--- src/rtl/spy_pkg.sv ---
`default_nettype none
// ============================================================================
// Module   : spy_pkg
// Purpose  : Shared state encoding and width helpers for the tapped spy-path
//            time-to-digital converter.
// Revision : 1.0 - initial release
// ============================================================================
package spy_pkg;

    // Measurement sequencer states, explicitly encoded on 3 bits
    typedef enum logic [2:0] {
        S_IDLE    = 3'd0,
        S_ARM     = 3'd1,
        S_LAUNCH  = 3'd2,
        S_CAPTURE = 3'd3,
        S_ACCUM   = 3'd4,
        S_DONE    = 3'd5
    } spyTdcState_t;

    // Bits needed to hold a thermometer count of 0..taps
    function automatic int codeWidth(input int taps);
        return $clog2(taps + 1);
    endfunction

    // Bits needed to hold the sum of 'samples' codes without wrapping
    function automatic int sumWidth(input int taps, input int samples);
        return $clog2(taps + 1) + $clog2(samples);
    endfunction

endpackage
`default_nettype wire

--- src/rtl/spy_delay_chain.sv ---
`default_nettype none
// ============================================================================
// Module   : spy_delay_chain
// Purpose  : Chain of STAGES inverting cells driven by the launch register,
//            tapped every STAGES/TAPS stages. Isolated so that placement
//            constraints or a timing model can stand in for it.
// Revision : 1.0 - initial release
// ============================================================================
module spy_delay_chain #(
    parameter int STAGES = 100,
    parameter int TAPS   = 16
) (
    input  logic            launch,
    output logic [TAPS-1:0] taps
);

    // Inverter cells; keep stops synthesis from collapsing the chain
    for (genvar i = 0; i < STAGES; i++) begin : g_stage
        logic w_in;
        (* keep = "true" *) logic w_out;
        if (i == 0) begin : g_head
            assign w_in = launch;
        end else begin : g_body
            assign w_in = g_stage[i-1].w_out;
        end
        assign w_out = ~w_in;
    end

    // Tap k observes the last stage of segment k
    for (genvar k = 0; k < TAPS; k++) begin : g_tap
        assign taps[k] = g_stage[((k + 1) * STAGES) / TAPS - 1].w_out;
    end

endmodule
`default_nettype wire

--- src/rtl/spy_path_tdc.sv ---
`default_nettype none
// ============================================================================
// Module   : spy_path_tdc
// Purpose  : Launches a transition into a tapped spy chain, captures how far
//            it travelled in one clock period, converts it to a thermometer
//            code and sums the codes over SAMPLES launches.
// Revision : 1.0 - initial release
// ============================================================================
module spy_path_tdc
    import spy_pkg::*;
#(
    parameter int STAGES  = 100,
    parameter int TAPS    = 16,
    parameter int SAMPLES = 4,
    parameter int SETTLE  = 8
) (
    input  logic                                 clk,
    input  logic                                 resetN,
    input  logic                                 start,
    output logic                                 busy,
    output logic                                 resultValid,
    output logic [sumWidth(TAPS, SAMPLES)-1:0]   resultSum,
    output logic [codeWidth(TAPS)-1:0]           lastCode,
    output logic                                 bubbleErr
);

    localparam int c_CODE_W   = codeWidth(TAPS);
    localparam int c_SUM_W    = sumWidth(TAPS, SAMPLES);
    localparam int c_CNT_W    = (SAMPLES > 1) ? $clog2(SAMPLES) : 1;
    localparam int c_SETTLE_W = $clog2(SETTLE);

    spyTdcState_t            r_state;
    spyTdcState_t            w_nextState;
    logic                    r_launch;
    logic [TAPS-1:0]         w_taps;
    logic [TAPS-1:0]         r_baseline;
    logic [TAPS-1:0]         r_capture;
    logic [TAPS-1:0]         w_flip;
    logic [c_CODE_W-1:0]     w_code;
    logic                    w_bubble;
    logic                    w_seenZero;
    logic [c_SUM_W-1:0]      r_accum;
    logic [c_SUM_W-1:0]      w_accumNext;
    logic [c_SUM_W-1:0]      r_resultSum;
    logic [c_CODE_W-1:0]     r_lastCode;
    logic                    r_bubbleErr;
    logic [c_CNT_W-1:0]      r_sampleCnt;
    logic [c_SETTLE_W-1:0]   r_settleCnt;
    logic                    w_lastSample;

    // The launch flop drives the chain with no buffering or synchroniser
    spy_delay_chain #(
        .STAGES (STAGES),
        .TAPS   (TAPS)
    ) u_chain (
        .launch (r_launch),
        .taps   (w_taps)
    );

    assign w_flip       = r_baseline ^ r_capture;
    assign w_accumNext  = r_accum + c_SUM_W'(w_code);
    assign w_lastSample = (r_sampleCnt == c_CNT_W'(SAMPLES - 1));

    // Thermometer code from tap 0 upward; any 1 beyond the first 0 is a bubble
    always_comb begin
        w_code     = '0;
        w_bubble   = 1'b0;
        w_seenZero = 1'b0;
        for (int i = 0; i < TAPS; i++) begin
            if (!w_seenZero) begin
                if (w_flip[i]) w_code = c_CODE_W'(i + 1);
                else           w_seenZero = 1'b1;
            end else if (w_flip[i]) begin
                w_bubble = 1'b1;
            end
        end
    end

    // Sequencer state register
    always_ff @(posedge clk or negedge resetN) begin
        if (!resetN) r_state <= S_IDLE;
        else         r_state <= w_nextState;
    end

    // Sequencer next-state decode
    always_comb begin
        w_nextState = r_state;
        case (r_state)
            S_IDLE:    if (start) w_nextState = S_ARM;
            S_ARM:     if (r_settleCnt == '0) w_nextState = S_LAUNCH;
            S_LAUNCH:  w_nextState = S_CAPTURE;
            S_CAPTURE: w_nextState = S_ACCUM;
            S_ACCUM:   w_nextState = w_lastSample ? S_DONE : S_ARM;
            S_DONE:    w_nextState = S_IDLE;
            default:   w_nextState = S_IDLE;
        endcase
    end

    // Launch, sampling and accumulation datapath; launch is high during
    // CAPTURE so the capture edge lands exactly one period after the launch edge
    always_ff @(posedge clk or negedge resetN) begin
        if (!resetN) begin
            r_launch    <= 1'b0;
            r_baseline  <= '0;
            r_capture   <= '0;
            r_accum     <= '0;
            r_resultSum <= '0;
            r_lastCode  <= '0;
            r_bubbleErr <= 1'b0;
            r_sampleCnt <= '0;
            r_settleCnt <= '0;
        end else begin
            r_launch <= (r_state == S_LAUNCH);
            case (r_state)
                S_IDLE: begin
                    if (start) begin
                        r_accum     <= '0;
                        r_resultSum <= '0;
                        r_bubbleErr <= 1'b0;
                        r_sampleCnt <= '0;
                        r_settleCnt <= c_SETTLE_W'(SETTLE - 1);
                    end
                end
                S_ARM: begin
                    if (r_settleCnt == '0) r_baseline  <= w_taps;
                    else                   r_settleCnt <= r_settleCnt - 1'b1;
                end
                S_CAPTURE: r_capture <= w_taps;
                S_ACCUM: begin
                    r_lastCode  <= w_code;
                    r_accum     <= w_accumNext;
                    r_bubbleErr <= r_bubbleErr | w_bubble;
                    if (w_lastSample) begin
                        r_resultSum <= w_accumNext;
                    end else begin
                        r_sampleCnt <= r_sampleCnt + 1'b1;
                        r_settleCnt <= c_SETTLE_W'(SETTLE - 1);
                    end
                end
                default: ;
            endcase
        end
    end

    assign busy        = (r_state != S_IDLE);
    assign resultValid = (r_state == S_DONE);
    assign resultSum   = r_resultSum;
    assign lastCode    = r_lastCode;
    assign bubbleErr   = r_bubbleErr;

endmodule
`default_nettype wire

--- config.mk ---
export PLATFORM = sky130hd
export DESIGN_NAME = spy_path_tdc
export DESIGN_NICKNAME = d
export VERILOG_FILES = /design/src/rtl/spy_pkg.sv /design/src/rtl/spy_delay_chain.sv /design/src/rtl/spy_path_tdc.sv
export SDC_FILE = /design/constraint.sdc
export NUM_CORES = 1
export LEC_CHECK = 0
export ABC_AREA = 1
export CORE_ASPECT_RATIO = 0.8
export CORE_UTILIZATION = 30
export DETAILED_ROUTE_END_ITERATION = 6
export SYNTH_ARGS = -nofsm -noshare
export SYNTH_HDL_FRONTEND = slang
export SYNTH_SLANG_ARGS = --single-unit
--- constraint.sdc ---
create_clock -name clk -period 2.6 [get_ports clk]
set_input_delay 0.39 -clock clk [delete_from_list [all_inputs] [get_ports clk]]
set_output_delay 0.39 -clock clk [all_outputs]
set_load 0.01 [all_outputs]
# Yosys cells after proc, flatten, opt, wreduce, memory -nomap -nowiden
# Cells that the tools add are included.
# Widths: inputs -> output; s select.
# totals
register_bits	61
in_bits	3
out_inout_bits	15
elab_cells	145
# op_classes
add_sub_neg	3
eq_ne	11
mux	107
n_bitwise	3
n_reduce_logical	11
# op_table
operator	n
$mux 5	29
$mux 1	61
$pmux 7 s2	2
$mux 3	6
$xor 16x16->16	1
$pmux 3 s5	1
$mux 7	2
$ne 2x2->1 const B	5
$pmux 3 s3	1
$add 7x5->7	1
$eq 3x2->1 const B	2
$eq 3x3->1 const B	2
$logic_not 3->1	2
$mux 2	3
$reduce_and 2->1	3
$reduce_and 3->1	2
$reduce_bool 3->1	2
$pmux 2 s2	1
$reduce_and 4->1	1
$eq 3x1->1 const B	1
$sub 3x1->3 const B	1
$add 2x1->2 const B	1
$eq 2x2->1 const B	1
$pmux 1 s2	1
other kinds (3)	3

# Logic depth before layout (Yosys ltp)
# Gate-level depths: netlist of the first run.
# depth
depth_word	35
mapped_depth	13
mapped_depth_nobuf	13

# By module
# A second synthesis of the first run with hierarchy kept.
# hier_totals
hier_cells	501
hier_area_um2	4008.8
# modules_own_cells
mod	instances	cells_each	area_each_um2	seq_area_each_um2
spy_path_tdc	1	385	3141.8	1526.5
spy_delay_chain	1	116	867.1	0.0

# Worst setup path after synthesis of the first run
# OpenSTA, ideal clock, no wires.
# synth_timing
path_kind	flip-flop to flip-flop
start	register r_launch
end	register r_capture[10]
setup_time_ns	0.096
arrival_ns	2.166
t_required_ns	2.504
path_slack_ns	0.338
path_stages_with_launch	3
path_buffers	0
synth_period_minus_slack_ns	2.262
path_cell_list	dfrtp_1 inv_1 o21ai_0
# synth_rtl
element	line	text
start: declaration	spy_path_tdc.sv:34	logic r_launch;
start signal: assignment	spy_path_tdc.sv:113	r_launch <= (r_state == S_LAUNCH);
end signal: assignment	spy_path_tdc.sv:128	S_CAPTURE: r_capture <= w_taps;
end: declaration	spy_path_tdc.sv:37	logic [TAPS-1:0] r_capture;
# No word-level cell between the ends.

# Worst setup path in the final report of the first run
# layout_timing
start	register r_capture[10]
end	register r_accum[5]
# layout_between
elab_chain_cells	15
word_cells_on_any_way	21
cone_classes	1 x add/sub; 19 x mux; 1 x bitwise
# layout_rtl
element	line	text
$xor 16x16->16 *	spy_path_tdc.sv:60	assign w_flip = r_baseline ^ r_capture;
$mux 5	spy_path_tdc.sv:71	if (w_flip[i]) w_code = c_CODE_W'(i + 1);
$mux 5	spy_path_tdc.sv:70	if (!w_seenZero) begin
$mux 5	spy_path_tdc.sv:71	
$mux 5	spy_path_tdc.sv:70	
$mux 5	spy_path_tdc.sv:71	
$mux 5	spy_path_tdc.sv:70	
$mux 5	spy_path_tdc.sv:71	
$mux 5	spy_path_tdc.sv:70	
$mux 5	spy_path_tdc.sv:71	
$mux 5	spy_path_tdc.sv:70	
$mux 5	spy_path_tdc.sv:71	
$mux 5 *	spy_path_tdc.sv:70	
net w_code[2]	spy_path_tdc.sv:39	logic [c_CODE_W-1:0] w_code;
$add 7x5->7 *	spy_path_tdc.sv:61	assign w_accumNext = r_accum + c_SUM_W'(w_code);
$pmux 7 s2 *	spy_path_tdc.sv:114	case (r_state)
end signal: assignment	spy_path_tdc.sv:131	r_accum <= w_accumNext;
end: declaration	spy_path_tdc.sv:42	logic [c_SUM_W-1:0] r_accum;
# Mark *: on every way through the listed nets, which the timed path passes. The rest lies on a longest branch.
# A chain may end at the register's enable or synchronous reset.

==> impl_results.md, run 1 <==
* Initial antenna violation count at 0
* Layout cells sized above 1 at 0.1163
* Wirelength per Cell at 10.75 µm
* Final WL at 3118 µm
* Post-DRT Antenna Nets at 0
* Root Buffer Master: clkbuf_8
* Global Route met2 Usage at 0.1860
* ANT cells at 0
* Vias in the first global route at 1,179
* Status: complete, no violations
* Met3 Track Usage GR at 0.03929
* Vias at 1,237
* Setup crit end kind: flip-flop
* Placed cell areas at 1918 µm²
* Design area at 2036 µm²
* Worst min path class: flip-flop to flip-flop
* Die Y-Extent at 68.94 µm
* Post-layout total power at 1.870 mW
* Slew headroom at 0.7256
* Lkg Pwr at 1.091 nW
* Die Span X at 85.68 µm
* Fin crit period at 2.217 ns
* GRT Util Overall at 0.1235
* # clock sinks at 31
* Final setup fails at 0
* Die area at 5906 µm²
* Cell area after synthesis at 1680 µm²
* Residual DRC at 0
* Synthesized Nets at 208
* # rows at 23
* Fin crit share at 0.8528
* Grt total ovfl at 0
* CTS Hold Buffers Added at 0
* Drt first pass iters at 4
* Final slew viol count at 0
* Max cap viols at 0
* CTS tree: built
* Total CTS buffers at 5
* Clock skew at 0.006516 ns
* Number of port buffers at 17
* GRT Max-Usage Layer: met2
* Vias/cell at 4.266
* Final hold slack at 0.4820 ns
* Iter 0 DRT Violations at 51
* Max FO, Critical Path at 4
* Peak supply drop at 0.4115 mV
* Clk slew on worst S/H paths at 0.07 ns
* WS Path Type: flip-flop to flip-flop
* Startpoint types: flip-flop
* Final Wtd Congestion at 0.8293
* Clk buf depth at 2
* WP data required at 2.76 ns
* Initial core utilization at 0.3226
* Setup slack, reg-to-reg at 0.38 ns
* Clk Latency, worst-skew pair at 0.28 ns
* RSZ-0062 raised after global routing: false
* Mapped Avg Cell Area at 8.707 µm²
* Nets at 229
* Post-CTS sizing at 0
* Final hold viol count at 0
* Mapped Cells at 193
* Core area at 5209 µm²
* Power Dens Cells at 918.7 nW/µm²
* H-tree Lvls at 2
* Io pins at 18
* Least-Margin Pin Slew at 0.4116 ns
* First-pass GRT wire length at 5437 µm
* HPWL after DPL at 2367 µm
* Setup TNS at 0 ns
* Crit path DAT at 2.38 ns
* Synth warn at 0
* Largest net degree at the start of global routing at 32
* Global-route met1 utilization at 0.1656
* Post CTS Setup Buffer Count at 0
* Layout area overhead at 21.15%
* Max Clock Freq at 0.4510 GHz
==> layer usage <==
metal / vias up / part of all wire / wire, µm
met1: 558 / 0.55 / 1727
met3: 4 / 0.026 / 81
met4: 0 / 0.0099 / 31
li1: 659 / - / -
met5: - / 0 / 0
met2: 16 / 0.41 / 1278
==> power breakdown <==
group	total [mW]	leakage [nW]	switching [mW]	internal, mW
clock network	0.490	0.0612	0.181	0.310
registers	0.674	0.407	0.0833	0.590
logic	0.706	0.623	0.407	0.299
total	1.87	1.09	0.671	1.20
==> through the flow <==
step | util | setup WS [ns] | instances
floorplan | - | 0.5593 | 193
global placement | 0.3682 | 0.4744 | 282
finish | 0.3908 | 0.3827 | 290
detailed placement | 0.3682 | 0.3880 | 282
CTS | 0.3908 | 0.3666 | 290
global route | 0.3908 | 0.1422 | 290
==> critical path: stages (launching register included) <==
cell and delay [ns]:
dfrtp_1 0.40, xor2_1 0.31, ha_1 0.21, inv_1 0.04, nor2_1 0.18, ha_1 0.28, or2_2 0.33, nand3_1 0.11
nand3_1 0.09, nand3_1 0.09, o21ai_0 0.07
==> worst paths after layout <==
kind | startpoint | to | cells past startpoint
worst max-delay path | r_capture[10] | r_accum[5] | 10
worst max register to register | r_capture[10] | r_accum[5] | 10
worst min register to register | lastCode[4] | lastCode[4] | 2
worst min-delay path | lastCode[4] | lastCode[4] | 2
max in group asynchronous | resetN | resultSum[2] | 2
min in group asynchronous | resetN | resultSum[6] | 2
==> cells in the final DEF, fill, tap and decap left out <==
cell type and count:
dfrtp_1 31, clkdlybuf4s50_1 17, a32oi_1 1, o21ai_0 7, inv_2 3, nor3_1 3
nand2_2 1, buf_4 1, o21ai_1 1, clkinv_2 1, nand3b_1 1, clkbuf_8 6
nor2_4 2, xnor2_1 1, ha_1 11, nand2_4 2, nor2_2 1, nand2_1 58
nor3b_2 1, inv_1 23, inv_4 1, a21oi_1 4, a21o_1 2, o21a_1 1
or2_2 1, bufinv_16 1, nand3_1 13, o21ai_2 3, nor2_1 8, nand4_1 4
xor2_1 2, fa_1 1, a22o_1 1, nor2_8 1
==> area by class of cell <==
type,instances,area (µm²)
clock buffer,6,82.58
fill,533,3173
multi-input combinational,131,767.0
clock inverter,2,35.03
sequential,31,775.7
timing repair buffer,18,177.7
inverter,27,103.9
tap,75,93.84
==> registers in the layout, summed over array words and instances, names as in the netlist <==
name,flops
r_capture,2
r_accum,7
lastCode,3
r_launch,1
r_state,3
r_sampleCnt,2
resultSum,7
r_baseline,2
r_settleCnt,3
bubbleErr,1
No activity file was read; power rests on OpenSTA's default activity.
==> run 2: changes to the inputs <==
- clock period: 2.6 -> 2.44 ns (I/O delays scaled with it)
==> run 2 against run 1 <==
Compared with the run above:
- die area is the same
- global-route usage about the same
- non-clock buffer count is the same
- sequential power is 7.4% higher
- flip-flop and latch count unchanged
- first-iteration DRC count increased by 7.8%
- largest power group unchanged
==> impl_results.md, run 2 (synthesis results as in run 1) <==
* Combinational share of power at 0.380
* Max FO, Critical Path at 4
* Internal power at 1.282 mW
* Iter 0 DRT Violations at 55
* Grt total ovfl at 0
* Vias/cell at 4.300
* Vias in the first global route at 1,182
* RSZ-0062 raised after global routing: false
* Largest net degree at the start of global routing at 32
* HPWL after DPL at 2345 µm
* Initial antenna violation count at 0
* CP max-delay cell: dfrtp_1
* Crit path DAT at 2.32 ns
* Most used cell, CP: nand3_1
* Number of port buffers at 17
* Reg power frac at 0.359
* Cell Chain, Critical Path: xor2_2 -> ha_1 -> inv_1 -> nor2_1 -> ha_1 -> or2_2 -> nand3_1 -> nand3_1 -> nand3_1 -> o21ai_0
* Max cap viols at 0
* WP buf/inv at 1
* Lkg Pwr at 1.092 nW
* Final Wtd Congestion at 0.8294
* Final slew viol count at 0
* First-pass GRT wire length at 5451 µm
* Clk slew on worst S/H paths at 0.07 ns
* Clock power frac at 0.261
* Final WL at 3192 µm
* H-tree Lvls at 2
* CP top delay family: simple AND/OR/NAND/NOR gates
* Filler cells at 531
* Nets at 229
* Power Dens Cells at 986.1 nW/µm²
* Initial core utilization at 0.3226
* Clk Latency, worst-skew pair at 0.28 ns
* Vias at 1,247
* Die Y-Extent at 68.94 µm
* Post-DRT Antenna Nets at 0
* Setup TNS at 0 ns
* WP data required at 2.61 ns
* Slew headroom at 0.7267
* Design area at 2043 µm²
* Core area at 5209 µm²
* Wirelength per Cell at 11.01 µm
* Clock skew at 0.005920 ns
* Most frequent cells in the layout: nand2_1, dfrtp_1, inv_1, clkdlybuf4s50_1, nand3_1
* Layout cells sized above 1 at 0.1209
* ANT cells at 0
* Die Span X at 85.68 µm
* Root Buffer Master: clkbuf_8
* Max Clock Freq at 0.4655 GHz
* Fin crit period at 2.148 ns
* WS Path Type: flip-flop to flip-flop
* GRT Util Overall at 0.1234
* Clk buf depth at 2
* Fin crit share at 0.8804
* Layout area overhead at 21.59%
* Startpoint types: flip-flop
* Setup crit end kind: flip-flop
* # rows at 23
* Post CTS Setup Buffer Count at 0
* Drt first pass iters at 4
* Io pins at 18
* Residual DRC at 0
* Most common cell after layout, fill and taps aside: nand2_1
* Placed cell areas at 1918 µm²
* Least-Margin Pin Slew at 0.4099 ns
* Die area at 5906 µm²
* Status: complete, no violations
* # clock sinks at 31
* CTS tree: built
* Peak supply drop at 0.4559 mV
* Worst min path class: input port to asynchronous set/reset pin
* Total CTS buffers at 5
* CTS Hold Buffers Added at 0
* Max incr delay on CP at 0.42 ns
* Switching pwr at 0.7331 mW
* Final hold viol count at 0
* Sw Ratio at 0.3639
* Final setup fails at 0
run 2: cell counts in the layout (fill, tap and decap cells not counted):
No cell type changed its count.
run 2: final timing paths:
| path | from | slack (ns) | cells past startpoint | endpoint |
|---|---|---|---|---|
| worst min-delay path | resetN | 0.48 | 2 | resultSum[6] |
| worst max register to register | r_capture[10] | 0.29 | 10 | r_accum[5] |
| worst max-delay path | r_capture[10] | 0.29 | 10 | r_accum[5] |
| max in group asynchronous | resetN | 1.67 | 2 | resultSum[2] |
| min in group clk | lastCode[4] | 0.48 | 2 | lastCode[4] |
| worst min register to register | lastCode[4] | 0.48 | 2 | lastCode[4] |
run 2: cell type report:
class                      count  area, µm²  area share
timing repair buffer          18      177.7     0.08696
multi-input combinational    131      774.5      0.3791
tap                           75      93.84     0.04593
inverter                      27      103.9     0.05083
sequential                    31      775.7      0.3797
clock buffer                   6      82.58     0.04042
clock inverter                 2      35.03     0.01715
run 2: layer usage:
| metal | up-vias | track usage | share of wire |
|---|---|---|---|
| li1 | 652 | - | - |
| met1 | 569 | 0.1681 | 0.55 |
| met2 | 18 | 0.1830 | 0.40 |
| met3 | 8 | 0.03571 | 0.037 |
| met4 | 0 | 0.05417 | 0.015 |
| met5 | - | 0 | 0 |
run 2: what timing repair did:
item                                    CTS  global route
gates resized for setup                   0             1
endpoints found under the setup margin    0             2
endpoints found under the hold margin     0             0
run 2: metrics by stage:
step / hold slack (ns) / utilization / power [mW] / std cells / worst slack [ns]
after detailed placement: 0.4665 / 0.3682 / 1.493 / 282 / 0.2207
final: 0.4768 / 0.3923 / 2.015 / 290 / 0.2918
after global routing: 0.5094 / 0.3923 / 2.172 / 290 / 0.08636
after floorplan: 0.07041 / - / 1.263 / 193 / 0.3993
after global placement: 0.4581 / 0.3682 / 1.465 / 282 / 0.3144
after CTS: 0.4832 / 0.3908 / 2.028 / 290 / 0.2064
run 2: power groups by stage:
| stage | sequential [mW] | combinational (mW) | clock [mW] |
|---|---|---|---|
| after floorplan | 0.724 | 0.539 | 0 |
| after global placement | 0.723 | 0.741 | 0 |
| after global routing | 0.740 | 0.870 | 0.562 |
| after detailed placement | 0.728 | 0.765 | 0 |
| after CTS | 0.720 | 0.765 | 0.543 |
| final | 0.724 | 0.765 | 0.526 |
run 2: worst reg2reg max path: cells and delay by family (launching register included):
kind,cells,cell delay (ns)
compound gates,1,0.07
flops,1,0.42
simple gates,5,0.79
xor+xnor,1,0.25
fa+ha+maj,2,0.46
buf+inv,1,0.04
==> patch, RTL diff (config.mk and constraints of run 2) <==
Re-encode `spyTdcState_t` (6 states) as one-hot, 6 bits wide.
--- a/src/rtl/spy_pkg.sv
+++ b/src/rtl/spy_pkg.sv
@@ -8,13 +8,13 @@
 package spy_pkg;
 
     // Measurement sequencer states, explicitly encoded on 3 bits
-    typedef enum logic [2:0] {
-        S_IDLE    = 3'd0,
-        S_ARM     = 3'd1,
-        S_LAUNCH  = 3'd2,
-        S_CAPTURE = 3'd3,
-        S_ACCUM   = 3'd4,
-        S_DONE    = 3'd5
+    typedef enum logic [5:0] {
+        S_IDLE    = 6'b000001,
+        S_ARM     = 6'b000010,
+        S_LAUNCH  = 6'b000100,
+        S_CAPTURE = 6'b001000,
+        S_ACCUM   = 6'b010000,
+        S_DONE    = 6'b100000
     } spyTdcState_t;
 
     // Bits needed to hold a thermometer count of 0..taps
Formal check against the unedited RTL: no difference found for any inputs over 10 cycles, from zero or initial values and one cycle with resetN low; not proved beyond that.
==> patch against run 2 <==
Critical endpoint is now resultSum[3]. Total power down 21%. Sequential cell count up 3. Global-route usage up 0.52 points. Cell area up 7.7%. Cell count up 11%. Count of clock-buffer cells in the layout up 1. Combinational power down 47%. Routed wire length up 7.7%. Worst setup slack worse by 48 ps. Area after synthesis up 8.7%.
==> patch: results (changes against run 2) <==
INFO  metric route.detailed.drc = 0 (unchanged)
INFO  metric drive_above_1_share = 10.8% (-1.3 points)
INFO  metric nFillCells = 622 (+17%)
INFO  metric status = complete, no violations
INFO  metric maxCapViolCount = 0 (unchanged)
INFO  metric grt.met2_usage = 16.9% (-1.4 points)
INFO  metric worst_slew_pin_slew = 436 ps (+25.9 ps)
INFO  metric path_clk_slew = 70 ps (about the same)
INFO  metric cts_root_buffer = clkbuf_8
INFO  metric route.met3.wl = 121 um (+3.4%)
INFO  metric via_count_of_the_first_global_routing_pass = 1303 (+10%)
INFO  metric leakage = 1.17 nW (+7.1%)
INFO  metric wl_per_cell = 10.7 um (-2.7%)
INFO  metric min-delay-path-class = reg -> reg
INFO  metric r2r_slack = 240 ps (-50 ps)
INFO  metric mappedNetlistNets = 231 (+11%)
INFO  metric grt_first_pass_wirelength = 6160 um (+13%)
INFO  metric initial_antenna_violation_count = 0 (unchanged)
INFO  metric globalRouteMet1Util = 19.8% (+3.0 points)
INFO  metric grt_met3_use = 3.80% (+0.23 points)
INFO  metric max-vdd-ir-drop = 0.297 mV (-35%)
INFO  metric dpl.hpwl = 2480 um (+5.7%)
INFO  metric route.vias.total = 1380 (+11%)
INFO  metric routedLengthMet1 = 1860 um (+6.9%)
INFO  metric crit_slowest_cell = dfrtp_1
INFO  metric tritoncts.num_buffers = 5 (unchanged)
INFO  metric drt_pre_antenna_iters = 4 (unchanged)
INFO  metric finalHoldViolations = 0 (unchanged)
INFO  metric clk-insertion-delay-late = 280 ps (about the same)
INFO  metric arrival = 2380 ps (+60 ps)
INFO  metric skew = 8.11 ps (+2.19 ps)
INFO  metric grt_start_max_net_pins = 35 (+9.4%)
INFO  metric first_iter_violations = 90 (+64%)
INFO  metric post_dp_cell_area = 2090 sq um (+8.8%)
INFO  metric highest_layer = met4
INFO  metric gr-usage-all-layers = 12.9% (+0.52 points)
INFO  metric dr_wl_met2 = 1420 um (+11%)
INFO  metric place_congestion = 0.809 (-2.5%)
INFO  metric design.final.nets = 254 (+11%)
INFO  metric antenna-diode-count = 0 (unchanged)
## patch: cell count changes in the layout (fill, tap and decap cells not counted), sizes merged, moves of 2 or more
cell / run 2 / this run
dfrtp: 31 / 33
nand2: 61 / 73
a21oi: 4 / 6
o21ai: 11 / 9
nor2: 12 / 22
inv: 27 / 29
## patch: final timing paths
check	from	end	cells past startpoint
max in group asynchronous	resetN	r_state[0]	2
worst min-delay path	r_sampleCnt[1]	r_sampleCnt[1]	2
min in group asynchronous	resetN	r_accum[6]	2
worst max-delay path	r_capture[10]	resultSum[3]	11
worst max register to register	r_capture[10]	resultSum[3]	11
worst min register to register	r_sampleCnt[1]	r_sampleCnt[1]	2
## patch: power by group
part | switching, mW | internal, mW | total, mW
logic | 0.254 | 0.155 | 0.409
registers | 0.0504 | 0.634 | 0.684
clock network | 0.199 | 0.306 | 0.505
total | 0.503 | 1.09 | 1.60
## patch: cell type report
cell class | instances | share of cell area, %
Tap cell | 81 | 4.60
Multi-Input combinational cell | 150 | 38.4
Sequential cell | 34 | 38.7
Clock inverter | 1 | 1.36
Inverter | 29 | 5.06
Timing Repair Buffer | 19 | 8.41
Clock buffer | 7 | 3.47
## patch: metrics by stage
step | utilization (%) | hold WS [ps] | power [mW] | worst slack (ps) | cells
after floorplan | - | 70.4 | 0.995 | 367 | 216
final | 37.4 | 480 | 1.60 | 244 | 321
after detailed placement | 35.5 | 467 | 1.11 | 209 | 313
after global placement | 35.5 | 462 | 1.10 | 230 | 313
after CTS | 37.3 | 483 | 1.62 | 173 | 321
after global routing | 37.4 | 503 | 1.72 | 48.5 | 321
## patch: repair_timing
item                       in CTS  in global routing
gates resized for setup         0                  1
setup endpoints to repair       0                  3
hold buffers                    0                  0
